`src/rtl/fetch_sequencer.sv`:
```
// fetch_sequencer
//   Owns the architectural PC of the multi-cycle MIPS core. It moves each
//   instruction through fetch, issue and execute, then loads the PC from the
//   next-PC unit. A halt request is honoured once the instruction in flight
//   has retired. A misaligned next PC sends the block into a terminal fault
//   state that only reset can clear.
//
// Ports
//   clk          : single clock, rising edge
//   reset_n      : asynchronous active-low reset
//   pc           : current PC (next-PC unit input and imem address)
//   imem_req     : instruction read request, high in FETCH
//   imem_ack     : imem_rdata valid (used only while imem_req=1)
//   imem_rdata   : instruction word from memory
//   instr        : latched instruction for decode
//   instr_valid  : instr valid, high in ISSUE until accepted
//   instr_ready  : decode accepts instr
//   exec_done    : execute finished, npc_next stable
//   npc_next     : next PC from the next-PC unit
//   halt_req     : stop after the instruction in flight retires
//   resume       : leave HALT and fetch at pc
//   halted       : high in HALT
//   fault        : high in FAULT (sticky until reset)
//   fault_pc     : PC of the instruction whose npc_next was misaligned
//   retired      : count of completed PC updates (wraps)
module fetch_sequencer #(
  parameter logic [31:0] RESET_PC = 32'h0000_3000,
  parameter int unsigned CNT_W    = 32
) (
  input  logic             clk,
  input  logic             reset_n,
  output logic [31:0]      pc,
  output logic             imem_req,
  input  logic             imem_ack,
  input  logic [31:0]      imem_rdata,
  output logic [31:0]      instr,
  output logic             instr_valid,
  input  logic             instr_ready,
  input  logic             exec_done,
  input  logic [31:0]      npc_next,
  input  logic             halt_req,
  input  logic             resume,
  output logic             halted,
  output logic             fault,
  output logic [31:0]      fault_pc,
  output logic [CNT_W-1:0] retired
);

  typedef enum logic [2:0] {
    S_FETCH,
    S_ISSUE,
    S_EXEC,
    S_HALT,
    S_FAULT
  } state_t;

  state_t           state_reg, state_next;
  logic [31:0]      pc_reg, pc_next;
  logic [31:0]      instr_reg, instr_next;
  logic [31:0]      fault_pc_reg, fault_pc_next;
  logic [CNT_W-1:0] retired_reg, retired_next;
  logic             halt_pending_reg, halt_pending_next;

  always_ff @(posedge clk or negedge reset_n) begin
    if (!reset_n) begin
      state_reg        <= S_FETCH;
      pc_reg           <= RESET_PC;
      instr_reg        <= '0;
      fault_pc_reg     <= '0;
      retired_reg      <= '0;
      halt_pending_reg <= 1'b0;
    end else begin
      state_reg        <= state_next;
      pc_reg           <= pc_next;
      instr_reg        <= instr_next;
      fault_pc_reg     <= fault_pc_next;
      retired_reg      <= retired_next;
      halt_pending_reg <= halt_pending_next;
    end
  end

  always_comb begin
    state_next        = state_reg;
    pc_next           = pc_reg;
    instr_next        = instr_reg;
    fault_pc_next     = fault_pc_reg;
    retired_next      = retired_reg;
    halt_pending_next = halt_pending_reg;

    unique case (state_reg)
      S_FETCH: begin
        if (halt_req) halt_pending_next = 1'b1;
        if (imem_ack) begin
          instr_next = imem_rdata;
          state_next = S_ISSUE;
        end
      end
      S_ISSUE: begin
        if (halt_req) halt_pending_next = 1'b1;
        if (instr_ready) state_next = S_EXEC;
      end
      S_EXEC: begin
        if (halt_req) halt_pending_next = 1'b1;
        if (exec_done) begin
          if (npc_next[1:0] != 2'b00) begin
            // Misaligned target: the instruction does not retire.
            fault_pc_next = pc_reg;
            state_next    = S_FAULT;
          end else begin
            pc_next      = npc_next;
            retired_next = retired_reg + CNT_W'(1);
            if (halt_pending_reg || halt_req) begin
              halt_pending_next = 1'b0;
              state_next        = S_HALT;
            end else begin
              state_next = S_FETCH;
            end
          end
        end
      end
      S_HALT: begin
        // resume beats halt_req; a simultaneous halt_req arms one more
        // instruction before halting again.
        if (resume) begin
          halt_pending_next = halt_req;
          state_next        = S_FETCH;
        end
      end
      S_FAULT: begin
        // Terminal; everything except reset is ignored.
      end
      default: state_next = S_FAULT;
    endcase
  end

  // imem_req is gated by reset_n so it drops the moment reset asserts,
  // not just at the next clock.
  assign imem_req    = (state_reg == S_FETCH) && reset_n;
  assign instr_valid = (state_reg == S_ISSUE);
  assign halted      = (state_reg == S_HALT);
  assign fault       = (state_reg == S_FAULT);
  assign pc          = pc_reg;
  assign instr       = instr_reg;
  assign fault_pc    = fault_pc_reg;
  assign retired     = retired_reg;

endmodule

```
`config.mk`:
```
export PLATFORM = sky130hd
export DESIGN_NAME = fetch_sequencer
export DESIGN_NICKNAME = d
export VERILOG_FILES = /design/src/rtl/fetch_sequencer.sv
export SDC_FILE = /design/constraint.sdc
export NUM_CORES = 1
export LEC_CHECK = 0
export CAP_MARGIN = 10
export CORE_ASPECT_RATIO = 0.75
export CORE_MARGIN = 5
export CORE_UTILIZATION = 35
export DETAILED_ROUTE_END_ITERATION = 7
export HOLD_SLACK_MARGIN = 0.12
export PLACE_DENSITY = 0.68
export SLEW_MARGIN = 25
export SYNTH_ARGS = -nofsm -noshare
export SYNTH_HDL_FRONTEND = slang
export SYNTH_SLANG_ARGS = --single-unit
```
`constraint.sdc`:
```
create_clock -name clk -period 1.85 [get_ports clk]
set_input_delay 0.37 -clock clk [delete_from_list [all_inputs] [get_ports clk]]
set_output_delay 0.37 -clock clk [all_outputs]
set_load 0.01 [all_outputs]
```
==> results of run 1 <==
through the flow:
stage	total power [mW]	instance area [um^2]	hold slack [ns]	TNS [ns]
3_5_place_dp	7.68	7910	0.466	-12.82
4_1_cts	11.5	8600	0.442	-0.0318
5_1_grt	11.9	8660	0.460	-0.140
2_1_floorplan	5.52	5440	0.0744	0
6_report	11.3	8660	0.461	0
3_3_place_gp	7.61	7910	0.456	-8.10
logic make-up (layout without fill, tap and decap cells):
logic type,count (synthesis),in the layout,synth area share (%)
AO/OA/AOI/OAI,8,8,0.990
XOR/XNOR,31,31,5.00
adder cells (fa/ha/maj),1,1,0.230
buffers and inverters,24,273,2.12
flip-flops,132,132,60.8
multiplexers,66,66,13.7
AND/OR/NAND/NOR,171,172,17.2
cell type report:
| class | count | area [um^2] | share of cell area, % |
|---|---|---|---|
| clock buffer | 21 | 470 | 5.43 |
| inverter | 6 | 22.5 | 0.260 |
| timing repair buffer | 235 | 2320 | 26.8 |
| sequential | 132 | 3310 | 38.2 |
| tap | 205 | 256 | 2.96 |
| multi-input combinational | 278 | 2080 | 24.0 |
| clock inverter | 11 | 198 | 2.28 |
synthesized netlist by cell type, types with 2 or more instances:
cell        n
nand2_1   104
and4_1      6
nor3b_1     3
a21oi_1     2
nor2_1      6
clkbuf_1    8
nor4_1      3
inv_1       6
dfrtp_1   130
xnor2_1     8
xor2_1     23
mux2_2     62
buf_6       2
nor3_2     10
and3_1      5
and2_1      3
nand4_4     2
dfstp_2     2
nor4_2      4
mux2_1      3
nand3_1     6
nand4_1     7
nor3_1      2
buf_2       8
worst max-delay path, delay by kind of cell (launching register included):
family	cells	cell delay, ns
buf+inv	1	0.16
simple gates	3	0.96
flops	1	0.43
xor+xnor	1	0.18
report_power, final:
| part | internal (mW) | switching [mW] | leakage [nW] |
|---|---|---|---|
| registers | 3.67 | 0.532 | 1.71 |
| logic | 2.09 | 1.30 | 2.12 |
| clock network | 2.51 | 1.24 | 0.312 |
| total | 8.26 | 3.07 | 4.14 |
path summary, 6_finish.rpt:
kind | start | cells past startpoint | endpoint | slack (ns)
min reg2reg | pc[12] | 2 | pc[12] | 0.47
max | state_reg[2] | 5 | retired[31] | 0.04
max reg2reg | state_reg[2] | 5 | retired[31] | 0.04
min | npc_next[12] | 3 | pc[12] | 0.46
min in group asynchronous | reset_n | 3 | retired[24] | 0.59
max in group asynchronous | reset_n | 3 | retired[18] | 0.56
metal layers:
| metal | GRT usage, % | vias to the layer above |
|---|---|---|
| li1 | - | 1953 |
| met4 | 5.13 | 0 |
| met2 | 25.0 | 129 |
| met1 | 21.6 | 2038 |
| met3 | 6.36 | 16 |
| met5 | 0 | - |
timing repair:
item,CTS,global route
hold buffers,1,0
cloned,0,1
buffers inserted,1,2
gates resized for setup,17,19
endpoints found under the hold margin,8,0
setup endpoints to repair,8,16
==> reports/results.ini, run 1 <==
[route]
vias=4136
met3WireLength_um=1110
post_drt_wl_per_cell_um=16.3
drt-met1-wl_um=6490
drc=0
final_antenna_net_count=0
routed_wl_um=14400
routed.top_layer=met4
met2RoutedLength_um=6640
drt_iter0_markers=191
via_per_inst=4.66
firstDrtPassIters=4

[run_status]
status=completed

[grt]
antenna_found_initial=0
grt_overflow=0
grt_pass1_wl_um=24100
grt_max_degree=133
grt_pass1_vias=4555
grtUsageTotal_pct=16.4

[setup_path]
crit_path_start_kind=flop
crit_chain=buf_4 -> and4bb_4 -> nand3_2 -> nor4_1 -> xor2_1
cp.arrival_ns=2.14
endpoint_kind=flop
worstPathRequired_ns=2.18
path_max_fanout=7
path_class=reg2reg
cp_slowest_cell=dfrtp_1
slowest_delay_ns=0.43

[run]
drv_cap=0

[finish]
final_common_cell=clkdlybuf4s50_1
layout-drive-gt1-share_pct=24.3
layoutNonFillerInstCount=888
fin_nets=742
fin_util_pct=56.9
antennaDiodeCount=0
areaGrowthSynthToFinish_pct=59.4
most-common-layout-cells=186 x clkdlybuf4s50_1, 124 x dfrtp_1, 104 x nand2_1
fillers=1298

[sta]
hold_viol=0
setup_violations=0
post-route-min-period_ns=1.81
slew-limit-headroom_pct=48.3
layout_worst_path_cycle_share_pct=97.6
maxSlewViolCount=0
worst_slew_pin_slew_ns=0.776
setup_ws_ns=0.0440
rsz0062_at_grt=yes
skew_ns=0.00758
max_freq_ghz=0.554

[yosys]
ys_dominant_reg_cell=dfrtp_1
ys_top_cells_by_area=dfrtp_1 60%, mux2_2 13%, nand2_1 7.2%
async_flop_share_pct=100
synth_top_area_share_pct=59.9
synth_fp_nets=505
synth_edf_count=0
yosysWarnings=0
ys_ff_latch=132
netlist_instances=433
syn-cell-area_mm2=0.00544
synth_cell_types=42
synth-seq-area-share_pct=60.8
synth.avg_cell_area_um2=12.6
synth_top_area_cell=dfrtp_1

[placement]
pre_cts_ws_ns=-0.240
gp_congestion=0.823
numPortBuffers=202
hpwl_um=10300
dp.cells=851

[floorplanning]
die_h_um=118
io_pins=203
core-area_mm2=0.0152
initial_core_util_pct=35.7
die_area_mm2=0.0181
row_count=39
die_x_um=154

[clocking]
cts_buffers=17
clk_pin_slew_ns=0.06
cts_buffer_depth=2
cts-root-buf=clkbuf_16
cts.htree.levels=4
cts.sinks=132
clk_latency_ns=0.41
cts_tree=built

[power]
ir_drop_v=0.000893
p_leak_nw=4.14
power_density_mw_per_mm2=1310

[min_path]
hold_class=in2reg

(Power assumes the default switching activity.)
==> run 2, diff against run 1 <==
--- a/config.mk
+++ b/config.mk
@@ -10,7 +10,7 @@
 export CORE_MARGIN = 5
 export CORE_UTILIZATION = 35
 export DETAILED_ROUTE_END_ITERATION = 7
-export HOLD_SLACK_MARGIN = 0.12
+export HOLD_SLACK_MARGIN = 0.15
 export PLACE_DENSITY = 0.68
 export SLEW_MARGIN = 25
 export SYNTH_ARGS = -nofsm -noshare
==> results of run 2 <==
No change in the layout: final DEF, timing and power equal those of run 1.
==> run 3, diff against run 2 <==
--- a/config.mk
+++ b/config.mk
@@ -10,6 +10,7 @@
 export CORE_MARGIN = 5
 export CORE_UTILIZATION = 35
 export DETAILED_ROUTE_END_ITERATION = 7
+export GPL_TIMING_DRIVEN = 0
 export HOLD_SLACK_MARGIN = 0.15
 export PLACE_DENSITY = 0.68
 export SLEW_MARGIN = 25
==> reports/results.ini, run 3 (synthesis results as in run 1) <==
[placement]
pre_cts_ws_ns=-0.565  ; -0.325 ns
gp_congestion=0.780  ; -5.1%
dp.cells=841  ; -1.2%
hpwl_um=10300  ; about the same
numPortBuffers=202  ; unchanged

[floorplanning]
core-area_mm2=0.0152  ; unchanged
row_count=39  ; unchanged
io_pins=203  ; unchanged
die_area_mm2=0.0181  ; unchanged
die_x_um=154  ; unchanged
initial_core_util_pct=35.7  ; unchanged
die_h_um=118  ; unchanged

[clocking]
cts_tree=built
cts_buffer_depth=2  ; unchanged
cts.sinks=132  ; unchanged
cts-root-buf=clkbuf_16
cts.htree.levels=4  ; unchanged
cts_buffers=17  ; unchanged
clk_pin_slew_ns=0.05  ; about the same
clk_latency_ns=0.41  ; about the same

[grt]
grt_pass1_vias=4391  ; -3.6%
grtUsageTotal_pct=16.1  ; -0.28 points
grt_max_degree=69  ; -48%
grt_pass1_wl_um=23400  ; -2.9%
grt_overflow=0  ; unchanged
antenna_found_initial=0  ; unchanged

[power]
p_seq_share_pct=38.6  ; +1.6 points
power_frac_clock_pct=29.4  ; -3.7 points
p_sw_share_pct=28.2  ; +1.1 points
ir_drop_v=0.000870  ; -2.6%
switchingPower_mw=3.01  ; -1.9%
combPwrFrac_pct=32.0  ; +2.1 points
p_leak_nw=3.88  ; -6.2%
power_density_mw_per_mm2=1280  ; -2.5%
finalPower_mw=10.7  ; -5.6%
p_int_mw=7.68  ; -7.0%

[route]
firstDrtPassIters=4  ; unchanged
drt_iter0_markers=162  ; -15%
final_antenna_net_count=0  ; unchanged
routed_wl_um=14300  ; -1.2%
drc=0  ; unchanged
via_per_inst=4.68  ; +0.53%
post_drt_wl_per_cell_um=16.3  ; +0.28%
vias=4097  ; -0.94%

[setup_path]
rrSetupSlack_ns=0.08  ; +0.04 ns
startpoint=retired[13]
endpoint_kind=output pin
crit_path_start_kind=flop
worstPathRequired_ns=1.48  ; -0.70 ns
reg2reg_depth=4  ; -1
critical_path.top_delay_family=buffers and inverters
slowest_delay_ns=0.60  ; +0.17 ns
path_max_fanout=3  ; -4
r2r-end=instr[30]
r2r-start=state_reg[0]
worst-path-buf-inv=1  ; unchanged
crit_chain=clkdlybuf4s50_1
cp_slowest_cell=clkdlybuf4s50_1
path_class=reg2out
cp.arrival_ns=1.43  ; -0.71 ns

[sta]
post-route-min-period_ns=1.80  ; -0.00755 ns
setup_violations=0  ; unchanged
maxSlewViolCount=0  ; unchanged
holdWs_ns=-0.0989  ; -0.560 ns
setup_ws_ns=0.0515  ; +0.00755 ns
worst_slew_pin_slew_ns=0.514  ; -0.262 ns
rsz0062_at_grt=yes
layout_worst_path_cycle_share_pct=97.2  ; -0.41 points
skew_ns=0.00683  ; -0.000751 ns
max_freq_ghz=0.556  ; +0.42%
slew-limit-headroom_pct=65.7  ; +17 points
hold_viol=64  ; +64

[finish]
final_common_cell=clkdlybuf4s50_1
most-common-layout-cells=192 x clkdlybuf4s50_1, 123 x dfrtp_1, 104 x nand2_1
layout-drive-gt1-share_pct=22.5  ; -1.8 points
layoutNonFillerInstCount=875  ; -1.5%
areaGrowthSynthToFinish_pct=54.2
fin_nets=729  ; -1.8%
antennaDiodeCount=0  ; unchanged

[run_status]
status=finished, violations left
violations=hold timing

[run]
drv_cap=0  ; unchanged

[min_path]
hold_class=in2async

[run 3: per-layer routing]
layer	vias to the layer above	routed length [um]	share of wire [%]	GRT usage, %
met5	-	0	0	0
met4	0	208	1.5	4.69
met3	15	1210	8.5	7.57
met2	135	6620	46	24.8
met1	2016	6240	44	20.3
li1	1931	-	-	-
[run 3: through the flow]
step,TNS [ns],cell area [um^2],util (%)
global route,-0.268,8380,55.0
detailed placement,-43.86,7750,50.9
floorplan,0,5440,-
CTS,-0.0652,8330,54.7
finish,0,8380,55.0
global placement,-665.37,7710,50.7
[run 3: worst max path at each step]
stage	endpoint	depth (start not counted)
6_report	retired[13]	1
5_1_grt	instr[18]	4
4_1_cts	halted	4
3_5_place_dp	fault_pc[25]	5
3_3_place_gp	fault_pc[24]	1
2_1_floorplan	instr[16]	4
[run 3: power groups by stage]
stage	Sequential, mW	Combinational [mW]	Clock (mW)
global placement	4.12	3.39	0
detailed placement	4.16	3.44	0
CTS	4.13	3.46	3.23
finish	4.12	3.43	3.14
global route	4.24	3.69	3.36
floorplan	4.46	1.06	0
[run 3: repair_timing]
action                                  in CTS  in global routing
pin swaps                                    0                  1
endpoints found under the setup margin      87                 96
hold endpoints to repair                    64                 64
resized for setup                           28                 36
buffers inserted                             0                  2
[run 3: layout make-up]
type / count / area (um^2)
Timing Repair Buffer: 205 / 2050
Fill cell: 1329 / 6840
Tap cell: 205 / 256
Inverter: 6 / 22.5
Multi-Input combinational cell: 277 / 2050
Buffer: 18 / 124
Clock buffer: 24 / 482
Sequential cell: 132 / 3310
Clock inverter: 8 / 76.3
